==> config.mk <==
export PLATFORM = sky130hd
export DESIGN_NAME = mem_arbiter_rr
export DESIGN_NICKNAME = d
export VERILOG_FILES = /design/src/rtl/mem_arbiter_rr.sv
export SDC_FILE = /design/constraint.sdc
export NUM_CORES = 1
export LEC_CHECK = 0
export ABC_CLOCK_PERIOD_IN_PS = 10200
export BUFFER_PORTS_ARGS = -buffer_cell sky130_fd_sc_hd__buf_4
export CELL_PAD_IN_SITES_DETAIL_PLACEMENT = 0
export CELL_PAD_IN_SITES_GLOBAL_PLACEMENT = 1
export CORE_ASPECT_RATIO = 0.8
export CORE_MARGIN = 1.5
export CORE_UTILIZATION = 44
export DETAILED_ROUTE_END_ITERATION = 7
export PLACE_DENSITY_LB_ADDON = 0.1
export SYNTH_ARGS = -nofsm -noshare
export SYNTH_HDL_FRONTEND = slang
export SYNTH_SLANG_ARGS = --single-unit
==> constraint.sdc <==
create_clock -name clk -period 10.2 [get_ports clk]
set_input_delay 1.53 -clock clk [delete_from_list [all_inputs] [get_ports clk]]
set_output_delay 1.53 -clock clk [all_outputs]
set_load 0.02 [all_outputs]
==> src/rtl/mem_arbiter_rr.sv <==
// mem_arbiter_rr: round-robin arbiter from NUM_PORTS requesters onto one
// byte-serial 8-bit RAM/IO port. Supports 1/2/4-byte loads with sign/zero
// extension, 1/2/4-byte stores, IO write back-pressure and read flush.
module mem_arbiter_rr #(
    parameter int unsigned NUM_PORTS = 2,
    parameter int unsigned ADDR_W    = 32,
    parameter int unsigned IO_BASE   = 32'h30000
) (
    input  logic                          clk,
    input  logic                          rst,
    input  logic                          rdy,
    input  logic                          flush,
    input  logic [NUM_PORTS-1:0]          req_valid,
    input  logic [NUM_PORTS-1:0]          req_we,
    input  logic [NUM_PORTS-1:0]          req_sign,
    input  logic [2*NUM_PORTS-1:0]        req_size,
    input  logic [ADDR_W*NUM_PORTS-1:0]   req_addr,
    input  logic [32*NUM_PORTS-1:0]       req_wdata,
    output logic [NUM_PORTS-1:0]          req_ready,
    output logic [NUM_PORTS-1:0]          resp_valid,
    output logic [31:0]                   resp_rdata,
    input  logic [7:0]                    mem_din,
    output logic [7:0]                    mem_dout,
    output logic [ADDR_W-1:0]             mem_a,
    output logic                          mem_wr,
    input  logic                          io_buffer_full
);

    localparam int unsigned PTR_W = (NUM_PORTS > 1) ? $clog2(NUM_PORTS) : 1;
    localparam logic [ADDR_W-1:0] IO_BASE_A = ADDR_W'(IO_BASE);

    typedef enum logic [1:0] {IDLE, READ, WRITE} state_t;

    state_t              state_q, state_d;
    logic [PTR_W-1:0]    ptr_q, ptr_d;
    logic [PTR_W-1:0]    port_q, port_d;
    logic [2:0]          cnt_q, cnt_d;
    logic [2:0]          len_q, len_d;
    logic [ADDR_W-1:0]   addr_q, addr_d;
    logic                sign_q, sign_d;
    logic                io_q, io_d;
    logic [31:0]         wdata_q, wdata_d;
    logic [31:0]         data_q, data_d;

    logic [NUM_PORTS-1:0] req_ready_d;
    logic [NUM_PORTS-1:0] resp_valid_d;
    logic [31:0]          resp_rdata_d;
    logic [7:0]           mem_dout_d;
    logic [ADDR_W-1:0]    mem_a_d;
    logic                 mem_wr_d;

    logic [NUM_PORTS-1:0] elig;
    logic                 gnt_found;
    logic [PTR_W-1:0]     gnt_idx;
    logic                 sel_we;
    logic                 sel_sign;
    logic [1:0]           sel_size;
    logic [ADDR_W-1:0]    sel_addr;
    logic [31:0]          sel_wdata;

    logic [31:0]          asm_data;
    logic [1:0]           cap_idx;
    logic [2:0]           rd_nxt;
    logic [2:0]           wr_nxt;
    logic                 wr_done;

    // Cyclic port index: (base + off) mod NUM_PORTS, with base, off < NUM_PORTS
    function automatic logic [PTR_W-1:0] rot(input logic [PTR_W-1:0] base, input int unsigned off);
        int unsigned sum;
        sum = 32'(base) + off;
        if (sum >= NUM_PORTS) begin
            sum = sum - NUM_PORTS;
        end
        return PTR_W'(sum);
    endfunction

    // Access length in bytes; size 3 behaves as a word
    function automatic logic [2:0] len_of(input logic [1:0] size);
        logic [2:0] n;
        case (size)
            2'd0:    n = 3'd1;
            2'd1:    n = 3'd2;
            default: n = 3'd4;
        endcase
        return n;
    endfunction

    // Sign or zero extension of the assembled load bytes
    function automatic logic [31:0] extend(input logic [31:0] d, input logic [2:0] len, input logic sgn);
        logic [31:0] r;
        case (len)
            3'd1:    r = {{24{sgn & d[7]}}, d[7:0]};
            3'd2:    r = {{16{sgn & d[15]}}, d[15:0]};
            default: r = d;
        endcase
        return r;
    endfunction

    // Eligible ports: valid, and not an IO store while the IO buffer is full
    always_comb begin
        elig = '0;
        for (int unsigned i = 0; i < NUM_PORTS; i++) begin
            elig[i] = req_valid[i] &&
                      !(req_we[i] && io_buffer_full &&
                        (req_addr[i*ADDR_W +: ADDR_W] >= IO_BASE_A));
        end
    end

    // Round-robin pick starting at the pointer, plus the winner's fields
    always_comb begin
        gnt_found = 1'b0;
        gnt_idx   = '0;
        for (int unsigned k = 0; k < NUM_PORTS; k++) begin
            if (!gnt_found && elig[rot(ptr_q, k)]) begin
                gnt_found = 1'b1;
                gnt_idx   = rot(ptr_q, k);
            end
        end
        sel_we    = req_we[gnt_idx];
        sel_sign  = req_sign[gnt_idx];
        sel_size  = req_size[32'(gnt_idx)*2 +: 2];
        sel_addr  = req_addr[32'(gnt_idx)*ADDR_W +: ADDR_W];
        sel_wdata = req_wdata[32'(gnt_idx)*32 +: 32];
    end

    // Next-state and registered-output values
    always_comb begin
        state_d      = state_q;
        ptr_d        = ptr_q;
        port_d       = port_q;
        cnt_d        = cnt_q;
        len_d        = len_q;
        addr_d       = addr_q;
        sign_d       = sign_q;
        io_d         = io_q;
        wdata_d      = wdata_q;
        data_d       = data_q;
        req_ready_d  = '0;
        resp_valid_d = '0;
        resp_rdata_d = resp_rdata;
        mem_dout_d   = mem_dout;
        mem_a_d      = mem_a;
        mem_wr_d     = mem_wr;
        asm_data     = data_q;
        cap_idx      = 2'(cnt_q - 3'd1);
        rd_nxt       = 3'd0;
        wr_nxt       = cnt_q;
        wr_done      = 1'b0;

        case (state_q)
            IDLE: begin
                mem_wr_d = 1'b0;
                if (gnt_found) begin
                    ptr_d                = rot(gnt_idx, 1);
                    port_d               = gnt_idx;
                    req_ready_d[gnt_idx] = 1'b1;
                    cnt_d                = 3'd0;
                    len_d                = len_of(sel_size);
                    addr_d               = sel_addr;
                    sign_d               = sel_sign;
                    io_d                 = (sel_addr >= IO_BASE_A);
                    wdata_d              = sel_wdata;
                    data_d               = '0;
                    mem_a_d              = sel_addr;
                    if (sel_we) begin
                        state_d    = WRITE;
                        mem_dout_d = sel_wdata[7:0];
                        mem_wr_d   = 1'b1;
                    end else begin
                        state_d = READ;
                    end
                end
            end

            READ: begin
                mem_wr_d = 1'b0;
                if (flush) begin
                    state_d = IDLE;
                    cnt_d   = 3'd0;
                end else begin
                    // First edge in READ only covers RAM latency; later edges capture
                    if (cnt_q != 3'd0) begin
                        asm_data[{cap_idx, 3'b000} +: 8] = mem_din;
                    end
                    data_d = asm_data;
                    if (cnt_q == len_q) begin
                        state_d              = IDLE;
                        cnt_d                = 3'd0;
                        resp_valid_d[port_q] = 1'b1;
                        resp_rdata_d         = extend(asm_data, len_q, sign_q);
                    end else begin
                        cnt_d   = cnt_q + 3'd1;
                        rd_nxt  = ((cnt_q + 3'd1) < len_q) ? (cnt_q + 3'd1) : (len_q - 3'd1);
                        mem_a_d = addr_q + ADDR_W'(rd_nxt);
                    end
                end
            end

            WRITE: begin
                // A byte counts as written only in a cycle with mem_wr high
                if (mem_wr) begin
                    if (cnt_q == (len_q - 3'd1)) begin
                        wr_done = 1'b1;
                    end else begin
                        wr_nxt = cnt_q + 3'd1;
                    end
                end
                if (wr_done) begin
                    state_d              = IDLE;
                    cnt_d                = 3'd0;
                    mem_wr_d             = 1'b0;
                    resp_valid_d[port_q] = 1'b1;
                end else begin
                    cnt_d      = wr_nxt;
                    mem_a_d    = addr_q + ADDR_W'(wr_nxt);
                    mem_dout_d = wdata_q[{wr_nxt[1:0], 3'b000} +: 8];
                    mem_wr_d   = !(io_q && io_buffer_full);
                end
            end

            default: begin
                state_d  = IDLE;
                mem_wr_d = 1'b0;
            end
        endcase
    end

    // State and output registers; rdy low freezes everything
    always_ff @(posedge clk) begin
        if (rst) begin
            state_q    <= IDLE;
            ptr_q      <= '0;
            port_q     <= '0;
            cnt_q      <= 3'd0;
            len_q      <= 3'd1;
            addr_q     <= '0;
            sign_q     <= 1'b0;
            io_q       <= 1'b0;
            wdata_q    <= '0;
            data_q     <= '0;
            req_ready  <= '0;
            resp_valid <= '0;
            resp_rdata <= '0;
            mem_dout   <= '0;
            mem_a      <= '0;
            mem_wr     <= 1'b0;
        end else if (rdy) begin
            state_q    <= state_d;
            ptr_q      <= ptr_d;
            port_q     <= port_d;
            cnt_q      <= cnt_d;
            len_q      <= len_d;
            addr_q     <= addr_d;
            sign_q     <= sign_d;
            io_q       <= io_d;
            wdata_q    <= wdata_d;
            data_q     <= data_d;
            req_ready  <= req_ready_d;
            resp_valid <= resp_valid_d;
            resp_rdata <= resp_rdata_d;
            mem_dout   <= mem_dout_d;
            mem_a      <= mem_a_d;
            mem_wr     <= mem_wr_d;
        end
    end

endmodule

# [Word-level counts from Yosys, hierarchy flattened]
# Index checks and enable logic that the tools add are counted.
# Widths: inputs -> output; s select.
[classes] add_sub_neg=11 muxes=65 n_bitwise=3 shift=6 order_cmp=13 reduce_logical=27 n_eq_ne=14
[ops] cell="$mux 32" count=9
[ops] cell="$pmux 32 s2" count=2
[ops] cell="$shiftx 64x7->32" count=2
[ops] cell="$ge 32x18->1 const B" count=3
[ops] cell="$pmux 32 s3" count=1
[ops] cell="$add 32x3->32" count=2
[ops] cell="$bwmux 32" count=1
[ops] cell="$shift 8x7->32 const A" count=1
[ops] cell="$shiftx 32x6->8" count=1
[ops] cell="$shiftx 8x7->32" count=1
[ops] cell="$mux 3" count=8
[ops] cell="$mux 8" count=3
[ops] cell="$mux 1" count=23
[ops] cell="$mux 2" count=10
[ops] cell="$pmux 8 s2" count=1
[ops] cell="$ne 2x2->1 const B" count=6
[ops] cell="$reduce_and 4->1" count=3
[ops] cell="$logic_and 1x1->1" count=10
[ops] cell="$pmux 3 s3" count=1
[ops] cell="$lt 1x2->1 const B" count=4
[ops] cell="$neg 5->7" count=1
[ops] cell="$eq 3x3->1" count=2
[ops] cell="$pmux 2 s3" count=1
[ops] cell="$pmux 3 s2" count=1
[ops] cell="other kinds (27)" count=42
[word_totals] output_inout_bits=77 in_bits=151 regBits=185 elab_cells=155

# [Depth between registers and ports, before layout]
# Gate-level depths: netlist of run 1.
[logic_depth] ltp_word=16 mapped_depth=19 ltp_nobuf=17

# [Worst setup path before layout of run 1]
# No wires, ideal clock.
[synth_timing] path_kind="register to register" start="register cnt_q[0]" end="register mem_a[13]" setup_slack_ns=6.459 path_buffers=2 required_ns=10.083 stages_incl_launch_ff=19 period_less_slack_ns=3.741 setup_ns=0.117 t_arrival_ns=3.625 cell_sequence="dfxtp_1 > buf_2 > inv_1 > ha_1 > ha_1 > nor2b_1 > o21ai_0 > nand2b_1 > nand2_1 > o21ai_0 > o21ai_1 > ha_1 > a21o_1 > a21oi_1 > clkbuf_1 > nor3b_1 > xnor2_1 > mux2i_1 > a22o_1"
[synth_via] elab_chain_len=7 word_cells_on_any_way=20 cone_classes="3 x add/sub; 1 x order compare; 4 x eq/ne; 11 x mux; 1 x reduce/logical"
[synth_lines] item="from (decl)" line_no="37" source="logic [2:0] cnt_q, cnt_d;"
[synth_lines] item="from (signal assigned)" line_no="251" source="cnt_q <= cnt_d;"
[synth_lines] item="$add 3x1->3 / $eq 3x3->1 (equally long branches)" line_no="193, 205, 202"
[synth_lines] item="$lt 3x3->1 / $mux 3 (equally long branches)" line_no="193, 202"
[synth_lines] item="$mux 3, on equally long branches" line_no="193, 201"
[synth_lines] item="$add 32x3->32 / $mux 3 (equally long branches)" line_no="194, 150"
[synth_lines] item="$mux 32 / $add 32x3->32 (equally long branches)" line_no="186, 215"
[synth_lines] item="$mux 32, on equally long branches" line_no="177, 208"
[synth_lines] item="$pmux 32 s3" line_no="150" source="case (state_q)"
[synth_lines] item="to (signal assigned)" line_no="262" source="mem_a <= mem_a_d;"
[synth_lines] item="to (decl)" line_no="24" source="output logic [ADDR_W-1:0] mem_a,"
# Parallel ways exist; a longest one is shown, timed or not. The select of a mux whose other input is x is not followed.
# A chain may end at the register's enable or synchronous reset.

# [Worst setup path after layout of run 1]
[layout_timing] start="input port req_addr[28]" end="register wdata_q[1]"
[layout_via] elab_chain_len=11 word_cells_on_any_way=16 cone_classes="1 x order compare; 1 x shift; 8 x mux; 6 x reduce/logical"
[layout_lines] item="from (decl)" line_no="17" source="input logic [ADDR_W*NUM_PORTS-1:0] req_addr,"
[layout_lines] item="$ge 32x18->1 (*)" line_no="105" source="(req_addr[i*ADDR_W +: ADDR_W] >= IO_BASE_A));"
[layout_lines] item="$logic_and 1x1->1 (*)" line_no="104" source="!(req_we[i] && io_buffer_full &&"
[layout_lines] item="$logic_not 1->1 (*)" line_no="104"
[layout_lines] item="$logic_and 1x1->1 (*)" line_no="103" source="elig[i] = req_valid[i] &&"
[layout_lines] item="$mux 1 (not written as such) (2 in series)" line_no="114" source="if (!gnt_found && elig[rot(ptr_q, k)]) begin"
[layout_lines] item="$mux 1" line_no="114"
[layout_lines] item="$logic_not 1->1" line_no="114"
[layout_lines] item="$logic_and 1x1->1" line_no="114"
[layout_lines] item="$mux 1" line_no="114"
[layout_lines] item="$shiftx 64x7->32 / $reduce_and 3->1 (equally long branches)"
[layout_lines] item="to (signal assigned)" line_no="256" source="wdata_q <= wdata_d;"
[layout_lines] item="to (decl)" line_no="42" source="logic [31:0] wdata_q, wdata_d;"
# Mark *: on every way between the ends. The rest lies on a longest branch, timed or not. The select of a mux whose other input is x is not followed.

==> results of run 1 <==
[cells by family after synthesis]
kind of cell    Yosys count  share of synthesized area
simple gates            291                      0.146
compound gates          274                      0.224
flops                   185                      0.390
mux                     120                      0.134
buf+inv                  96                     0.0459
xor+xnor                 33                     0.0326
fa+ha+maj                20                     0.0271
[worst max-delay path, cell delays in order]
cell and delay, ns:
sky130_fd_sc_hd__buf_4 0.12, sky130_fd_sc_hd__nor4_2 0.34, sky130_fd_sc_hd__a41oi_1 0.33, sky130_fd_sc_hd__o211ai_4 0.91
sky130_fd_sc_hd__buf_4 0.78, sky130_fd_sc_hd__mux2_2 0.42, sky130_fd_sc_hd__mux2i_1 0.16, sky130_fd_sc_hd__nor2_1 0.06
[metal layers]
| metal | vias up | track usage | share of wire |
|---|---|---|---|
| li1 | 4133 | - | - |
| met2 | 245 | 0.375 | 0.43 |
| met1 | 3942 | 0.348 | 0.49 |
| met4 | 0 | 0.0621 | 0.011 |
| met3 | 16 | 0.0592 | 0.064 |
| met5 | - | 0 | 0 |
[worst paths after layout]
| path | from | to | slack [ns] | cells past startpoint |
|---|---|---|---|---|
| hold / removal | data_q[22] | data_q[22] | 0.46 | 2 |
| hold reg to reg | data_q[22] | data_q[22] | 0.46 | 2 |
| setup reg to reg | cnt_q[0] | mem_a[16] | 5.79 | 16 |
| setup / recovery | req_addr[28] | wdata_q[1] | 5.79 | 8 |
[flip-flops by register name, summed over array words and instances, names as in the netlist]
name	cells
addr_q	32
data_q	32
mem_a	32
resp_rdata	32
wdata_q	32
mem_dout	8
cnt_q	3
len_q	3
req_ready	2
resp_valid	2
state_q	2
io_q	1
mem_wr	1
port_q	1
ptr_q	1
sign_q	1
[stage by stage]
stage          power [mW]  std cells  worst slack, ns  hold slack (ns)
2_1_floorplan        1.08       1019             6.46            0.425
3_3_place_gp         1.22       1449             5.37            0.433
3_5_place_dp         1.22       1449             5.30            0.443
4_1_cts              1.91       1480             5.76            0.460
5_1_grt              1.98       1480             5.45            0.488
6_report             1.89       1480             5.79            0.457
[Yosys cell counts, types with 13 or more instances]
cell / instances / area [um2]
sky130_fd_sc_hd__dfxtp_1: 185 / 3700
sky130_fd_sc_hd__nor2_1: 116 / 435
sky130_fd_sc_hd__mux2i_1: 94 / 941
sky130_fd_sc_hd__a211oi_1: 68 / 510
sky130_fd_sc_hd__nand2_1: 68 / 255
sky130_fd_sc_hd__a22o_1: 49 / 429
sky130_fd_sc_hd__o21ai_0: 47 / 235
sky130_fd_sc_hd__clkbuf_1: 45 / 169
sky130_fd_sc_hd__a22oi_1: 25 / 188
sky130_fd_sc_hd__nand3_1: 21 / 105
sky130_fd_sc_hd__xnor2_1: 21 / 184
sky130_fd_sc_hd__buf_2: 19 / 95.1
sky130_fd_sc_hd__ha_1: 19 / 238
sky130_fd_sc_hd__a21oi_1: 18 / 90.1
sky130_fd_sc_hd__inv_1: 18 / 67.6
sky130_fd_sc_hd__mux2_2: 16 / 180
sky130_fd_sc_hd__o221a_2: 16 / 180
sky130_fd_sc_hd__nand4_1: 13 / 81.3
sky130_fd_sc_hd__nor3_1: 13 / 65.1
[area by class of cell]
type / count / area, um2
flip-flops and latches: 185 / 3700
well taps: 269 / 337
multi-input cells: 738 / 5400
fillers: 1913 / 9030
inverters: 18 / 67.6
clock inverters: 13 / 159
clock buffers: 18 / 439
repair buffers: 239 / 1790
[power by group through the flow]
stage                     combinational [mW]  clock [mW]  sequential [mW]
after floorplan                        0.239           0            0.837
after global placement                 0.391           0            0.826
after detailed placement               0.395           0            0.825
after CTS                              0.397       0.704            0.809
after global routing                   0.431       0.730            0.817
final                                  0.394       0.688            0.810
==> results.toml, run 1 <==
[outcome]
run_status = "finished clean"

[clock_network]
cts_tree = "yes"
clockRootBuffer = "sky130_fd_sc_hd__clkbuf_16"
postCtsResizedCells = 0
clock_insertion_delay_worst_skew_ns = 0.44
postCtsSetupRepairBufs = 0
cts_made_buffers = 17
clk_pin_slew_worst_paths_ns = 0.07
numClockSinks = 185
cts-htree-levels = 4
cts_hold_buffers = 0
clockBufferDepth = 2

[sta]
hold_viol_final = 0
final.setup.tns_ns = 0
normalized_max_slew_margin = 0.206
grt_setup_unrepaired = "false"
finalSetupViolations = 0
period_share = 0.432
worst_pin_slew_ns = 1.19
period_needed_ns = 4.41
finClkSkew_ns = 0.0172
fmaxAchievable_mhz = 227
final_max_slew_viol_count = 0

[detailed_routing]
drt-pass1-iter-count = 5
routed_wire_length_per_instance_um = 18.5
routed_via_density = 5.63
drt.antenna.violating_nets = 0
drt_first_iter_violations = 570
routed-via-count = 8336
drcViolationCount = 0
wl_um = 27400

[pwr]
vdd_drop_max_v = 0.000117
total_leakage_power_nw = 4.98
pwr-share-comb = 0.208
share_seq_of_total_power = 0.428
p_per_area_nw_per_um2 = 159
cellInternalPower_mw = 1.32
clkPwrFrac = 0.364
total_switching_power_mw = 0.569
power.switching_fraction = 0.301

[floorplan]
floorplan.rows = 47
fp.dieArea_um2 = 22500
coreArea_um2 = 20900
floorplan.io_pins = 228
die_height_um = 134
floorplan.initialDensity = 0.454
die_width_um = 167

[synth]
post_synth_inst_count = 1019
dominantRegCellSynth = "sky130_fd_sc_hd__dfxtp_1"
synth_fp_nets = 1190
syn_area_per_cell_um2 = 9.33
edff_count_synth = 0
synth-async-reset-ratio = 0
sequential_element_share_of_the_synthesized_area = 0.390
synth.yosys.warnings = 0
synth.cell_area_um2 = 9500
synth_seq_cells = 185
yosys.cell_types.count = 65

[worst_setup_path]
worst-setup-path-type = "input pin to flip-flop"
cp.arrival_ns = 4.70
critical_path_required_ns = 10.49
critical_path_peak_fanout = 52
timing.critical_path.from_type = "input pin"
critical_path.endpoint_type = "flip-flop"

[grt]
grt_start_max_net_pins = 107
initial_antenna_violation_count = 0
grt_overflow_total = 0
grt_first_pass_wirelength_um = 43900
groute.usage.overall = 0.246
first_global_vias = 8060

[layout]
post_route_cells_drive_above_1_share = 0.287
final_common_cell = "sky130_fd_sc_hd__buf_4"
area.growth.synth_to_final_pct = 25.2
net_count_of_the_finished_layout = 1370
postLayoutCellArea_um2 = 11900
antenna_cells_inserted = 0
mostFrequentLayoutCells = "239 x sky130_fd_sc_hd__buf_4, 185 x sky130_fd_sc_hd__dfxtp_1, 115 x sky130_fd_sc_hd__nor2_1"
post-route-util = 0.569

[placement]
dpl_cell_area_um2 = 11300
placement.io_buffers = 227
routability_congestion = 0.815
place.detailed.hpwl_um = 19200

[min_path]
min-delay-path-class = "flip-flop to flip-flop"

[run]
maximum_capacitance_violations = 0
(Power assumes the default switching activity.)
==> inputs of run 2 (changes only) <==
- ABC_AREA: not set -> 1
- ABC_CLOCK_PERIOD_IN_PS: 10200 -> 4000
- CORE_UTILIZATION: 44 -> 34
- clock period: 10.2 -> 4 ns (I/O delays scaled with it)
==> results.toml, run 2 <==
[layout]
final.fill_count = 3365
multiInputGateArea_um2 = 5740
layout.area.seq_um2 = 3710
mostFrequentLayoutCells = "436 x sky130_fd_sc_hd__nand2_1, 244 x sky130_fd_sc_hd__buf_4, 226 x sky130_fd_sc_hd__nor2_1"
net_count_of_the_finished_layout = 1953
postLayoutCellArea_um2 = 13000
post_route_cells_drive_above_1_share = 0.180
area.growth.synth_to_final_pct = 24.8
final_common_cell = "sky130_fd_sc_hd__nand2_1"
antenna_cells_inserted = 0

[floorplan]
coreArea_um2 = 30200
fp.dieArea_um2 = 31600
die_width_um = 198
floorplan.initialDensity = 0.344
die_height_um = 159
floorplan.rows = 57
floorplan.io_pins = 228

[sta]
period_needed_ns = 3.60
finClkSkew_ns = 0.00969
final.setup.tns_ns = 0
normalized_max_slew_margin = 0.238
worst_pin_slew_ns = 1.14
final_max_slew_viol_count = 0
finalSetupViolations = 0
period_share = 0.899
grt_setup_unrepaired = "false"
hold_viol_final = 0
fmaxAchievable_mhz = 278

[synth]
yosys.cell_types.count = 50
synth.cell_area_um2 = 10400
post_synth_inst_count = 1605
synthTopCellsByCount = "436 x sky130_fd_sc_hd__nand2_1, 226 x sky130_fd_sc_hd__nor2_1, 185 x sky130_fd_sc_hd__dfxtp_1"
synthSimpleGateAreaFrac = 0.328
synth_seq_cells = 185
combinational_family_with_the_most_area_after_synthesis = "simple AND/OR/NAND/NOR gates"
synth-async-reset-ratio = 0
edff_count_synth = 0
synth_compound_area_frac = 0.181
synthMostInstantiatedCell = "sky130_fd_sc_hd__nand2_1"
synth.yosys.warnings = 0
synthAdderAreaFrac = 0.0248
synth_xor_area_frac = 0.0151
synth.area.top_cells = "sky130_fd_sc_hd__dfxtp_1 36%, sky130_fd_sc_hd__nand2_1 16%, sky130_fd_sc_hd__nor2_1 8.2%"
sequential_element_share_of_the_synthesized_area = 0.356
syn_area_per_cell_um2 = 6.47
synth_fp_nets = 1776
synth_area_leader_cell = "sky130_fd_sc_hd__dfxtp_1"
synth.mux.area_fraction = 0.00289
dominantRegCellSynth = "sky130_fd_sc_hd__dfxtp_1"
share_of_yosys_cell_area_claimed_by_the_top_area_cell_type = 0.356

[placement]
dpl_cell_area_um2 = 12300
routability_congestion = 0.870
placement.io_buffers = 227
place.detailed.hpwl_um = 26100

[grt]
groute.usage.overall = 0.229
grt_start_max_net_pins = 79
grt_overflow_total = 0
first_global_vias = 10100
grt_first_pass_wirelength_um = 56300
initial_antenna_violation_count = 0

[detailed_routing]
routed_wire_length_per_instance_um = 16.4
drt-pass1-iter-count = 5
wl_um = 36200
routed-via-count = 10800
drcViolationCount = 0
routed_via_density = 4.90
drt_first_iter_violations = 792
drt.antenna.violating_nets = 0

[worst_setup_path]
critical_path_peak_fanout = 8
cp.arrival_ns = 3.95
r2r_cells = 22
critical_path.endpoint_type = "flip-flop"
worst-setup-path-type = "flip-flop to flip-flop"
timing.critical_path.from_type = "flip-flop"
regToRegEndpoint = "mem_a[27]"
timing.rr.start = "cnt_q[1]"
critical_path_required_ns = 4.35
timing.reg2reg.setup_slack_ns = 0.40

[run]
maximum_capacitance_violations = 0

[clock_network]
cts_tree = "yes"
clockRootBuffer = "sky130_fd_sc_hd__clkbuf_16"
cts_hold_buffers = 0
numClockSinks = 185
clk_pin_slew_worst_paths_ns = 0.08
clockBufferDepth = 2
cts_made_buffers = 17
clock_insertion_delay_worst_skew_ns = 0.46
cts-htree-levels = 4

[min_path]
worstHoldPathCells = 3
holdCritStartpoint = "req_wdata[27]"
min-delay-path-class = "input pin to flip-flop"
hold_path_end = "wdata_q[27]"

[pwr]
vdd_drop_max_v = 0.000283
p_per_area_nw_per_um2 = 413
total_leakage_power_nw = 5.73
fin_total_pwr_mw = 5.36

[outcome]
run_status = "finished clean"
run 2: cell types whose count changed in the layout (fill, tap and decap cells not counted), moves of 23 or more:
| cell | before | now |
|---|---|---|
| sky130_fd_sc_hd__a211oi_1 | 68 | 7 |
| sky130_fd_sc_hd__a22o_1 | 49 | 0 |
| sky130_fd_sc_hd__nor2_1 | 115 | 226 |
| sky130_fd_sc_hd__nand2_1 | 68 | 436 |
| sky130_fd_sc_hd__mux2i_1 | 94 | 3 |
| sky130_fd_sc_hd__nand3_1 | 21 | 50 |
| sky130_fd_sc_hd__a21oi_1 | 18 | 107 |
| sky130_fd_sc_hd__inv_1 | 18 | 122 |
| sky130_fd_sc_hd__o21ai_1 | 2 | 30 |
| sky130_fd_sc_hd__o21ai_0 | 47 | 139 |
| sky130_fd_sc_hd__a22oi_1 | 25 | 2 |
| sky130_fd_sc_hd__a31oi_1 | 2 | 40 |
run 2: logic make-up after synthesis:
| kind of cell | after synthesis |
|---|---|
| AOI/OAI and AO/OA | 347 |
| and+or+nand+nor | 811 |
| xor gates and xnor gates | 17 |
| muxes | 3 |
| DFF | 185 |
| buffers and inverters | 222 |
| adders and majority gates | 20 |
run 2: worst max path at each step:
stage | from | to | slack (ns) | cells after the start
2_1_floorplan | cnt_q[0] | mem_a[27] | 0.41 | 23
3_3_place_gp | cnt_q[1] | mem_a[26] | 0.30 | 22
3_5_place_dp | cnt_q[1] | mem_a[26] | 0.13 | 22
4_1_cts | cnt_q[1] | mem_a[26] | 0.11 | 22
5_1_grt | cnt_q[1] | mem_a[26] | 0.04 | 22
6_report | cnt_q[1] | mem_a[27] | 0.40 | 22
run 2: layout make-up:
type | count | area share
sequential | 185 | 0.286
tap | 413 | 0.0399
multi-input combinational | 1198 | 0.443
inverter | 133 | 0.0389
clock buffer | 18 | 0.0339
timing repair buffer | 247 | 0.146
clock inverter | 14 | 0.0126
run 2: timing repair:
| action | 4_1_cts | 5_1_grt |
|---|---|---|
| gates resized for setup | 0 | 5 |
| setup endpoints to repair | 0 | 9 |
| buffers inserted | 0 | 2 |
run 2: worst max-delay path, cell delays in order (launching register included):
cell	delay (ns)
sky130_fd_sc_hd__dfxtp_2	0.41
sky130_fd_sc_hd__inv_1	0.13
sky130_fd_sc_hd__ha_1	0.31
sky130_fd_sc_hd__ha_1	0.28
sky130_fd_sc_hd__inv_1	0.06
sky130_fd_sc_hd__o21bai_1	0.05
sky130_fd_sc_hd__a21oi_1	0.19
sky130_fd_sc_hd__inv_1	0.11
sky130_fd_sc_hd__o21ai_0	0.17
sky130_fd_sc_hd__o21ai_1	0.15
sky130_fd_sc_hd__ha_1	0.31
sky130_fd_sc_hd__nand3_1	0.07
sky130_fd_sc_hd__nand3_1	0.11
sky130_fd_sc_hd__nand2_2	0.09
sky130_fd_sc_hd__nor2_4	0.16
sky130_fd_sc_hd__nand2_2	0.09
sky130_fd_sc_hd__nor2_2	0.19
sky130_fd_sc_hd__nand2_1	0.12
sky130_fd_sc_hd__nor2_1	0.13
sky130_fd_sc_hd__nand2_1	0.05
sky130_fd_sc_hd__nor3b_1	0.13
sky130_fd_sc_hd__nor2_1	0.12
sky130_fd_sc_hd__nor2_1	0.04
run 2: power by group:
part | internal, mW | switching, mW | leakage (nW)
logic | 0.503 | 0.908 | 3.92
registers | 2.02 | 0.134 | 1.51
clock network | 0.957 | 0.838 | 0.297
total | 3.48 | 1.88 | 5.73
run 2: stage by stage:
stage / setup WS [ns] / util / instances / hold slack (ns)
after floorplan: 0.407 / - / 1605 / 0.439
after global placement: 0.302 / 0.408 / 2174 / 0.449
after detailed placement: 0.128 / 0.408 / 2174 / 0.452
after CTS: 0.113 / 0.428 / 2206 / 0.397
after global routing: 0.0423 / 0.429 / 2208 / 0.409
final: 0.404 / 0.429 / 2208 / 0.410
run 2: routing by layer:
| layer | share of wire | routed length [um] | global-route usage | up-vias |
|---|---|---|---|---|
| li1 | - | - | - | 5564 |
| met1 | 0.53 | 19000 | 0.355 | 4912 |
| met2 | 0.40 | 14400 | 0.318 | 313 |
| met3 | 0.062 | 2250 | 0.0415 | 36 |
| met4 | 0.014 | 510 | 0.0589 | 0 |
| met5 | 0 | 0 | 0 | - |
==> inputs of run 3 (changes only) <==
- ABC_AREA: 1 -> not set
- CORE_MARGIN: 1.5 -> not set
- CORE_UTILIZATION: 34 -> 37
- CTS_CLUSTER_DIAMETER: not set -> 30
==> results.toml, run 3 (synthesis gave the netlist of run 1 again) <==
[clock_network]
cts-htree-levels = 4
cts_made_buffers = 17
clockBufferDepth = 2
numClockSinks = 185
postCtsResizedCells = 0
clockRootBuffer = "sky130_fd_sc_hd__clkbuf_16"
cts_hold_buffers = 0
clk_pin_slew_worst_paths_ns = 0.08
postCtsSetupRepairBufs = 0
cts_tree = "yes"
clock_insertion_delay_worst_skew_ns = 0.44

[detailed_routing]
drcViolationCount = 0
routed_via_density = 5.32
routed-via-count = 8217
routed_wire_length_per_instance_um = 18.5
drt.antenna.violating_nets = 0
drt_first_iter_violations = 446
wl_um = 28500
drt-pass1-iter-count = 5

[worst_setup_path]
critPathMaxStageDelay_ns = 0.40
critPathLaunch = "cnt_q[0]"
timing.rr.start = "cnt_q[0]"
regToRegEndpoint = "mem_a[10]"
timing.critical_path.depth = 16
critical_path_peak_fanout = 6
cp.arrival_ns = 4.06
timing.critical_path.from_type = "flip-flop"
critical_path.endpoint_type = "flip-flop"
critPathSlowestCell = "sky130_fd_sc_hd__fa_1"
timing.critical_path.buf_inv = 0
critical-path-top-delay-family = "adder cells"
r2r_cells = 16
critical-path-top-cell-by-count = "sky130_fd_sc_hd__ha_1"
cp_cell_sequence = "ha_1 -> nor2b_1 -> or2_2 -> ha_1 -> o21ai_0 -> nand2b_1 -> o21ai_0 -> a21oi_1 -> ha_1 -> fa_1 -> a21o_1 -> and2_1 -> nand4_1 -> xor2_1 -> mux2i_1 -> a22o_1"
critical_path_required_ns = 4.34
timing.reg2reg.setup_slack_ns = 0.28
worst-setup-path-type = "flip-flop to flip-flop"

[layout]
final_common_cell = "sky130_fd_sc_hd__buf_4"
area.growth.synth_to_final_pct = 27.7
antenna_cells_inserted = 0
post_route_cells_drive_above_1_share = 0.295
fin_cells = 1546
net_count_of_the_finished_layout = 1380
mostFrequentLayoutCells = "245 x sky130_fd_sc_hd__buf_4, 185 x sky130_fd_sc_hd__dfxtp_1, 115 x sky130_fd_sc_hd__nor2_1"

[sta]
fmaxAchievable_mhz = 269
period_needed_ns = 3.72
period_share = 0.929
final.setup.tns_ns = 0
grt_setup_unrepaired = "false"
hold_viol_final = 0
worst_pin_slew_ns = 1.13
normalized_max_slew_margin = 0.246
finalSetupViolations = 0
final_max_slew_viol_count = 0
finClkSkew_ns = 0.0104

[pwr]
total_leakage_power_nw = 5.06
clkPwrFrac = 0.372
p_per_area_nw_per_um2 = 406
vdd_drop_max_v = 0.000296
cellInternalPower_mw = 3.44
share_seq_of_total_power = 0.419
total_switching_power_mw = 1.49
fin_total_pwr_mw = 4.93
power.switching_fraction = 0.302
pwr-share-comb = 0.209

[run]
maximum_capacitance_violations = 0

[floorplan]
floorplan.initialDensity = 0.376
fp.dieArea_um2 = 26300
coreArea_um2 = 25200
floorplan.rows = 52
die_width_um = 181
die_height_um = 145
floorplan.io_pins = 228

[grt]
grt_start_max_net_pins = 61
grt_first_pass_wirelength_um = 44900
first_global_vias = 7821
initial_antenna_violation_count = 0
grt_overflow_total = 0
groute.usage.overall = 0.218

[placement]
routability_congestion = 0.822
placed_cells = 1514
place.detailed.hpwl_um = 20200
placement.io_buffers = 227

[outcome]
run_status = "finished clean"

[min_path]
worstHoldPathCells = 2
min-delay-path-class = "flip-flop to flip-flop"
hold_path_end = "data_q[0]"
holdCritStartpoint = "data_q[0]"
[run 3: tightest hold or removal path: stages, from the launching register on]
cell,delay [ns]
sky130_fd_sc_hd__dfxtp_1,0.33
sky130_fd_sc_hd__nand2_1,0.05
sky130_fd_sc_hd__o21ai_0,0.05
[run 3: power groups by stage]
stage                     registers (mW)  logic (mW)  clock network (mW)
after detailed placement            2.11        1.03                   0
after global placement              2.11        1.03                   0
after global routing                2.08        1.12                1.96
after CTS                           2.06        1.04                1.88
final                               2.07        1.03                1.84
after floorplan                     2.13       0.609                   0
[run 3: per-layer routing]
metal	track usage	wire length [um]	vias to the layer above
met3	0.0383	1310	13
met1	0.317	14500	3873
li1	-	-	4153
met2	0.336	12600	178
met4	0.0419	204	0
met5	0	0	-
[run 3: layout make-up]
cell class / instances / area [um2]
Sequential cell: 185 / 3700
Tap cell: 324 / 405
Clock buffer: 17 / 425
Timing Repair Buffer: 249 / 1920
Fill cell: 2442 / 13100
Clock inverter: 15 / 203
Multi-Input combinational cell: 738 / 5410
Inverter: 18 / 67.6
[run 3: worst max-delay path by stage]
| stage | to | slack [ns] |
|---|---|---|
| floorplan | mem_a[13] | 0.26 |
| global placement | mem_a[14] | 0.36 |
| detailed placement | mem_a[16] | 0.31 |
| CTS | mem_a[12] | 0.29 |
| global route | mem_a[14] | 0.009 |
| finish | mem_a[10] | 0.28 |
[run 3: stage by stage]
stage / hold WS (ns) / setup WS [ns] / util / area (um2)
finish: 0.457 / 0.283 / 0.481 / 12100
global route: 0.485 / 0.00904 / 0.481 / 12100
CTS: 0.461 / 0.290 / 0.481 / 12100
detailed placement: 0.442 / 0.308 / 0.456 / 11500
global placement: 0.434 / 0.364 / 0.456 / 11500
floorplan: 0.425 / 0.259 / - / 9500
